==> src/rtl/integer_unit_mc_pkg.sv <==
// Shared integer-unit instruction subtypes, FSM states and the legal-subtype check.
package integer_unit_mc_pkg;

   typedef enum logic [4:0] {
      IU_ADD  = 5'd0,
      IU_SUB  = 5'd1,
      IU_AND  = 5'd2,
      IU_OR   = 5'd3,
      IU_XOR  = 5'd4,
      IU_SHL  = 5'd5,
      IU_SHR  = 5'd6,
      IU_SRA  = 5'd7,
      IU_SLT  = 5'd8,
      IU_SLTU = 5'd9,
      IU_TID  = 5'd10,
      IU_LDI  = 5'd11,
      IU_MUL  = 5'd12
   } bgpu_inst_subtype_e;

   typedef enum logic [1:0] {
      IDLE = 2'd0,
      MUL  = 2'd1,
      FULL = 2'd2
   } iu_mc_state_e;

   localparam int unsigned IuNumValidSubtypes = 13;

   localparam bgpu_inst_subtype_e BGPU_INT_UNIT_VALID_SUBTYPES
      [IuNumValidSubtypes] = '{
      IU_ADD, IU_SUB, IU_AND, IU_OR, IU_XOR,
      IU_SHL, IU_SHR, IU_SRA, IU_SLT, IU_SLTU,
      IU_TID, IU_LDI, IU_MUL
   };

   function automatic logic iu_valid_subtype(
      input bgpu_inst_subtype_e sub
   );
      logic ok;
      ok = 1'b0;
      for (int i = 0; i < IuNumValidSubtypes; i++) begin
         if (sub == BGPU_INT_UNIT_VALID_SUBTYPES[i]) ok = 1'b1;
      end
      return ok;
   endfunction

endpackage

==> src/rtl/integer_unit_mc_mul_iter.sv <==
// One lane of the iterative multiplier: holds the operands and
// accumulates one MulBitsPerCycle-wide partial product per step.
module integer_mul_iter
   import integer_unit_mc_pkg::*;
#(
   parameter int RegWidth        = 32,
   parameter int MulBitsPerCycle = 4,
   parameter int CntW            = 3
) (
   input  logic                i_clk,
   input  logic                i_rst,
   input  logic                i_load,
   input  logic                i_step,
   input  logic [RegWidth-1:0] i_a,
   input  logic [RegWidth-1:0] i_b,
   input  logic [CntW-1:0]     i_cnt,
   output logic [RegWidth-1:0] o_acc_nxt
);

   localparam int ShW = $clog2(RegWidth);

   logic [RegWidth-1:0]        r_a;
   logic [RegWidth-1:0]        r_b;
   logic [RegWidth-1:0]        r_acc;
   logic [ShW-1:0]             w_sh;
   logic [RegWidth-1:0]        w_b_shr;
   logic [MulBitsPerCycle-1:0] w_chunk;
   logic [RegWidth-1:0]        w_part;

   assign w_sh    = ShW'(i_cnt) * ShW'(MulBitsPerCycle);
   assign w_b_shr = r_b >> w_sh;
   assign w_chunk = w_b_shr[MulBitsPerCycle-1:0];
   assign w_part  = (r_a << w_sh) * RegWidth'(w_chunk);

   assign o_acc_nxt = r_acc + w_part;

   always_ff @(posedge i_clk) begin
      if (i_rst) begin
         r_a   <= '0;
         r_b   <= '0;
         r_acc <= '0;
      end else if (i_load) begin
         r_a   <= i_a;
         r_b   <= i_b;
         r_acc <= '0;
      end else if (i_step) begin
         r_acc <= o_acc_nxt;
      end
   end

endmodule

==> src/rtl/integer_unit_mc.sv <==
// Warp-wide integer execution unit: single-cycle ALU ops, iterative
// multiplier and a one-entry output buffer with valid/ready backpressure.
module integer_unit_mc
   import integer_unit_mc_pkg::*;
#(
   parameter int  RegWidth        = 32,
   parameter int  WarpWidth       = 4,
   parameter int  OperandsPerInst = 2,
   parameter int  MulBitsPerCycle = 4,
   parameter type iid_t           = logic,
   parameter type reg_idx_t       = logic,
   parameter type warp_data_t     = logic [RegWidth*WarpWidth-1:0]
) (
   input  logic               clk_i,
   input  logic               rst_i,
   output logic               eu_to_opc_ready_o,
   input  logic               opc_to_eu_valid_i,
   input  iid_t               opc_to_eu_tag_i,
   input  bgpu_inst_subtype_e opc_to_eu_inst_sub_i,
   input  reg_idx_t           opc_to_eu_dst_i,
   input  warp_data_t         opc_to_eu_operands_i [OperandsPerInst],
   input  logic               rc_to_eu_ready_i,
   output logic               eu_to_rc_valid_o,
   output iid_t               eu_to_rc_tag_o,
   output reg_idx_t           eu_to_rc_dst_o,
   output warp_data_t         eu_to_rc_data_o,
   output logic               illegal_op_o
);

   localparam int MulCycles = RegWidth / MulBitsPerCycle;
   localparam int CntW      = (MulCycles > 1) ? $clog2(MulCycles) : 1;
   localparam int ShW       = $clog2(RegWidth);

   iu_mc_state_e    r_state;
   iu_mc_state_e    w_state_nxt;
   logic [CntW-1:0] r_cnt;
   iid_t            r_tag;
   reg_idx_t        r_dst;
   warp_data_t      r_data;
   logic            r_illegal;

   logic       w_accept;
   logic       w_is_mul;
   logic       w_valid_sub;
   logic       w_mul_last;
   logic       w_mul_load;
   logic       w_mul_step;
   warp_data_t w_alu;
   warp_data_t w_mul_nxt;

   assign eu_to_opc_ready_o = (r_state == IDLE) |
                              ((r_state == FULL) & rc_to_eu_ready_i);

   assign w_accept    = opc_to_eu_valid_i & eu_to_opc_ready_o;
   assign w_is_mul    = (opc_to_eu_inst_sub_i == IU_MUL);
   assign w_valid_sub = iu_valid_subtype(opc_to_eu_inst_sub_i);
   assign w_mul_step  = (r_state == MUL);
   assign w_mul_last  = w_mul_step & (r_cnt == CntW'(MulCycles - 1));
   assign w_mul_load  = w_accept & w_is_mul;

   always_comb begin
      w_state_nxt = r_state;
      unique case (r_state)
         IDLE, FULL: begin
            if (w_accept) begin
               w_state_nxt = w_is_mul ? MUL : FULL;
            end else if ((r_state == FULL) && rc_to_eu_ready_i) begin
               w_state_nxt = IDLE;
            end
         end
         MUL: begin
            if (w_mul_last) w_state_nxt = FULL;
         end
         default: w_state_nxt = IDLE;
      endcase
   end

   for (genvar g = 0; g < WarpWidth; g++) begin : g_lane
      logic [RegWidth-1:0] w_a;
      logic [RegWidth-1:0] w_b;
      logic [RegWidth-1:0] w_res;
      logic [RegWidth-1:0] w_acc_nxt;
      logic [ShW-1:0]      w_sh;

      assign w_a  = opc_to_eu_operands_i[0][g*RegWidth +: RegWidth];
      assign w_b  = opc_to_eu_operands_i[1][g*RegWidth +: RegWidth];
      assign w_sh = w_b[ShW-1:0];

      always_comb begin
         w_res = '0;
         unique case (opc_to_eu_inst_sub_i)
            IU_ADD:  w_res = w_a + w_b;
            IU_SUB:  w_res = w_a - w_b;
            IU_AND:  w_res = w_a & w_b;
            IU_OR:   w_res = w_a | w_b;
            IU_XOR:  w_res = w_a ^ w_b;
            IU_SHL:  w_res = w_a << w_sh;
            IU_SHR:  w_res = w_a >> w_sh;
            IU_SRA:  w_res = $signed(w_a) >>> w_sh;
            IU_SLT:  w_res = RegWidth'($signed(w_a) < $signed(w_b));
            IU_SLTU: w_res = RegWidth'(w_a < w_b);
            IU_TID:  w_res = RegWidth'(g);
            IU_LDI:  w_res = w_a | w_b;
            default: w_res = '0;
         endcase
      end

      assign w_alu[g*RegWidth +: RegWidth]     = w_res;
      assign w_mul_nxt[g*RegWidth +: RegWidth] = w_acc_nxt;

      integer_mul_iter #(
         .RegWidth        (RegWidth),
         .MulBitsPerCycle (MulBitsPerCycle),
         .CntW            (CntW)
      ) u_mul (
         .i_clk     (clk_i),
         .i_rst     (rst_i),
         .i_load    (w_mul_load),
         .i_step    (w_mul_step),
         .i_a       (w_a),
         .i_b       (w_b),
         .i_cnt     (r_cnt),
         .o_acc_nxt (w_acc_nxt)
      );
   end

   always_ff @(posedge clk_i) begin
      if (rst_i) begin
         r_state   <= IDLE;
         r_cnt     <= '0;
         r_tag     <= '0;
         r_dst     <= '0;
         r_data    <= '0;
         r_illegal <= 1'b0;
      end else begin
         r_state   <= w_state_nxt;
         r_illegal <= w_accept & ~w_valid_sub;
         if (w_accept) begin
            r_tag <= opc_to_eu_tag_i;
            r_dst <= opc_to_eu_dst_i;
            if (!w_is_mul) r_data <= w_alu;
         end
         if (w_mul_load) begin
            r_cnt <= '0;
         end else if (w_mul_step) begin
            r_cnt <= w_mul_last ? '0 : r_cnt + 1'b1;
         end
         // final partial product lands straight in the output buffer
         if (w_mul_last) r_data <= w_mul_nxt;
      end
   end

   assign eu_to_rc_valid_o = (r_state == FULL);
   assign eu_to_rc_tag_o   = r_tag;
   assign eu_to_rc_dst_o   = r_dst;
   assign eu_to_rc_data_o  = r_data;
   assign illegal_op_o     = r_illegal;

`ifndef SYNTHESIS
   always_ff @(posedge clk_i) begin
      if (!rst_i && w_accept) begin
         assert (w_valid_sub)
            else $warning("integer_unit_mc: unsupported subtype %0d",
                          opc_to_eu_inst_sub_i);
      end
   end
`endif

endmodule

==> config.mk <==
export PLATFORM = sky130hd
export DESIGN_NAME = integer_unit_mc
export DESIGN_NICKNAME = d
export VERILOG_FILES = /design/src/rtl/integer_unit_mc_pkg.sv /design/src/rtl/integer_unit_mc_mul_iter.sv /design/src/rtl/integer_unit_mc.sv
export SDC_FILE = /design/constraint.sdc
export NUM_CORES = 2
export LEC_CHECK = 0
export ABC_CLOCK_PERIOD_IN_PS = 18300
export CORE_MARGIN = 8
export CORE_UTILIZATION = 23
export CTS_CLUSTER_DIAMETER = 80
export DETAILED_ROUTE_END_ITERATION = 12
export HOLD_SLACK_MARGIN = 0.03
export PLACE_DENSITY_LB_ADDON = 0.05
export SYNTH_ARGS = -nofsm -noshare
export SYNTH_HDL_FRONTEND = slang
export SYNTH_SLANG_ARGS = --single-unit
==> constraint.sdc <==
create_clock -name clk_i -period 18.3 [get_ports clk_i]
set_input_delay 2.745 -clock clk_i [delete_from_list [all_inputs] [get_ports clk_i]]
set_output_delay 2.745 -clock clk_i [all_outputs]
set_load 0.01 [all_outputs]
==> impl_metrics.json <==
{
  "ctsRootBufferMaster": "clkbuf_16",
  "coreArea_sq_mm": 0.318,
  "slew_headroom": 0.0285,
  "final_cell_mix": "nand2_1, nor2_1, a21oi_1, inv_1, ha_1",
  "synthCells": 9998,
  "cts_max_path_buffers": 4,
  "start_util": 0.231,
  "cts_tree": "yes",
  "ios": 400,
  "antenna_found_initial": 45,
  "area_growth_pct": 15.6,
  "final_common_cell": "nand2_1",
  "p_leak_nw": 33.4,
  "synth_warnings": 0,
  "grt_pass1_vias": 77825,
  "synth_edf_count": 0,
  "dp_hpwl_microns": 376000,
  "grt_util_all_layers": 0.272,
  "drv_cap": 0,
  "synth.avg_cell_area_sq_um": 7.36,
  "fin_util": 0.267,
  "syn_area_sq_mm": 0.0735,
  "grt_max_degree": 84,
  "async_flop_share": 0,
  "ff2ff_setup_slack_ns": 9.87,
  "routed_wl_microns": 482000,
  "p_total_mw": 4.44,
  "drive_gt1_frac": 0.0880,
  "rows": 207,
  "cp_cell_sequence": "buf_4 -> buf_4 -> mux4_2 -> nand2_1 -> nor2_1 -> fa_1 -> fa_1 -> inv_1 -> fa_1 -> inv_1 -> ha_1 -> o21ai_0 -> o21ai_0 -> a21oi_1 -> o31ai_1 -> a41oi_1 -> o21bai_1 -> a21oi_1 -> xnor2_1 -> nor2_1 -> a2111oi_0",
  "insertion_delay_ns": 0.82,
  "grt_pass1_wl_microns": 661000,
  "port_buffers": 399,
  "gp_congestion": 0.944,
  "wl_per_cell_microns": 33.7,
  "cts_made_buffers": 91,
  "hp-class": "register to register",
  "tightest_slew_ns": 1.45,
  "worstSetupStartpointType": "register",
  "yosysSeqAreaShare": 0.142,
  "fin_crit_ns": 8.43,
  "finalHoldViolations": 0,
  "cp.required_ns": 18.97,
  "p_per_area_mw_per_mm2": 52.2,
  "skew_ns": 0.0589,
  "finalMaxSlewViolations": 0,
  "clkTransAtPathRegs_ns": 0.06,
  "worstSetupEndpoint": "eu_to_rc_data_o[58]$_SDFFE_PP0P_",
  "cts_setup_buffers": 0,
  "ys.flop_type": "dfxtp_1",
  "cts_hold_buffers": 0,
  "final_nets": 11187,
  "r2r-end": "eu_to_rc_data_o[58]$_SDFFE_PP0P_",
  "synth_top_area_cell": "dfxtp_1",
  "drt_iter0_drc": 7519,
  "cpPeakStageDelay_ns": 0.95,
  "path_max_fanout": 44,
  "syn_nets": 11147,
  "cp-startpoint": "r_cnt[1]$_SDFFE_PP0P_",
  "die_w_microns": 581,
  "routed_via_density": 5.55,
  "drt.antenna.violating_nets": 0,
  "worstReg2RegStart": "r_cnt[1]$_SDFFE_PP0P_",
  "max_freq_mhz": 119,
  "worstPathArrival_ns": 9.10,
  "ys_ff_latch": 520,
  "die_y_microns": 581,
  "firstDrtPassIters": 8,
  "finalSetupTns_ns": 0,
  "rsz0062_at_grt": "false",
  "synth.area.top_cells": "dfxtp_1, fa_1, ha_1",
  "drc": 0,
  "hold_ws_ns": 0.451,
  "finalInstanceArea_sq_mm": 0.0850,
  "place_area_sq_mm": 0.0819,
  "finalCritPeriodShare": 0.461,
  "cts_max_level": 3,
  "crit_path_top_delay_cell": "o31ai_1",
  "cp-end-kind": "register",
  "dieArea_sq_mm": 0.338,
  "cts_resized": 0,
  "synth_cell_type_count": 101,
  "crit_top_cell": "fa_1",
  "yosys.area.top_type_share": 0.142,
  "irDropWorstVdd_mv": 0.0619,
  "worstSetupPathType": "register to register",
  "numClockSinks": 520,
  "setup_viol": 0,
  "reg2reg_depth": 21,
  "status": "completed",
  "num_vias": 79297,
  "overflow": 0
}
==> stage by stage <==
stage	cells	setup WS, ns
2_1_floorplan	9998	11.78
3_3_place_gp	14124	9.78
3_5_place_dp	14125	9.95
4_1_cts	14288	9.93
5_1_grt	14291	9.57
6_report	14299	9.87
==> Yosys cell counts, types with 48 or more instances <==
master and count:
nand2_1 1269, nor2_1 1250, a21oi_1 1009, inv_1 935, ha_1 530, o21ai_0 522, dfxtp_1 520, clkbuf_1 481
fa_1 352, mux2i_1 302, mux4_2 218, xnor2_1 180, nor3_1 161, a211oi_1 155, nand3_1 128, mux2_2 115
a221oi_1 111, o211ai_1 103, a22oi_1 102, buf_2 100, nand2b_1 100, buf_1 92, a31oi_1 90, a21o_1 82
o22ai_1 81, nor4_1 53, nor2b_1 52, o21a_1 49, o21bai_1 48
==> power breakdown <==
group	switching (mW)	total [mW]	internal, mW
sequential	0.0224	1.17	1.15
clock	0.728	1.83	1.10
combinational	0.987	1.45	0.460
==> critical path, delay by kind of cell, from the launching register on <==
kind | cells | cell delay [ns]
AO/OA/AOI/OAI | 8 | 2.50
XOR/XNOR | 1 | 0.47
adder cells (fa/ha/maj) | 4 | 1.86
buffers and inverters | 4 | 1.40
flip-flops | 1 | 0.79
multiplexers | 1 | 0.45
AND/OR/NAND/NOR | 3 | 0.72
==> layer usage <==
metal | global-route usage | routed length, microns
met1 | 0.375 | 219000
met2 | 0.434 | 215000
met5 | 0 | 98
met4 | 0.107 | 22300
met3 | 0.0317 | 26000
==> final cells by class <==
class	instances	area, sq um
Tap cell	4180	5230
Fill cell	35086	233000
Inverter	942	3540
Clock inverter	41	477
Antenna cell	11	27.5
Multi-Input combinational cell	7831	56900
Timing Repair Buffer	652	5810
Clock buffer	122	2590
Sequential cell	520	10400
==> state kept, by name, indices dropped and copies added, names as in the netlist <==
name / cells
eu_to_rc_data_o: 128
g_lane.u_mul.r_a: 128
g_lane.u_mul.r_acc: 128
g_lane.u_mul.r_b: 128
r_cnt: 3
r_state: 2
eu_to_rc_dst_o: 1
eu_to_rc_tag_o: 1
illegal_op_o: 1
==> worst min-delay path by stage <==
stage                                      startpoint                                      to  cells past startpoint
6_report       g_lane[2].u_mul.r_acc[23]$_SDFFE_PP0P_  g_lane[2].u_mul.r_acc[23]$_SDFFE_PP0P_                      2
5_1_grt          g_lane[2].u_mul.r_b[28]$_SDFFE_PP0P_    g_lane[2].u_mul.r_b[28]$_SDFFE_PP0P_                      2
4_1_cts          g_lane[3].u_mul.r_b[16]$_SDFFE_PP0P_    g_lane[3].u_mul.r_b[16]$_SDFFE_PP0P_                      2
3_5_place_dp     g_lane[3].u_mul.r_b[16]$_SDFFE_PP0P_    g_lane[3].u_mul.r_b[16]$_SDFFE_PP0P_                      2
3_3_place_gp     g_lane[3].u_mul.r_b[18]$_SDFFE_PP0P_    g_lane[3].u_mul.r_b[18]$_SDFFE_PP0P_                      2
2_1_floorplan    g_lane[3].u_mul.r_b[16]$_SDFFE_PP0P_    g_lane[3].u_mul.r_b[16]$_SDFFE_PP0P_                      2
==> kinds of logic (layout without fill, tap and decap cells) <==
| family | count (synthesis) | after routing | share of synthesized area |
|---|---|---|---|
| simple gates | 3286 | 3286 | 0.191 |
| buf+inv | 1647 | 1757 | 0.0876 |
| fa+ha+maj | 882 | 882 | 0.186 |
| xor+xnor | 227 | 227 | 0.0272 |
| mux | 636 | 636 | 0.126 |
| compound gates | 2800 | 2800 | 0.241 |
| flops | 520 | 520 | 0.142 |
| other cells | 0 | 11 | 0 |
(Power assumes the default switching activity.)
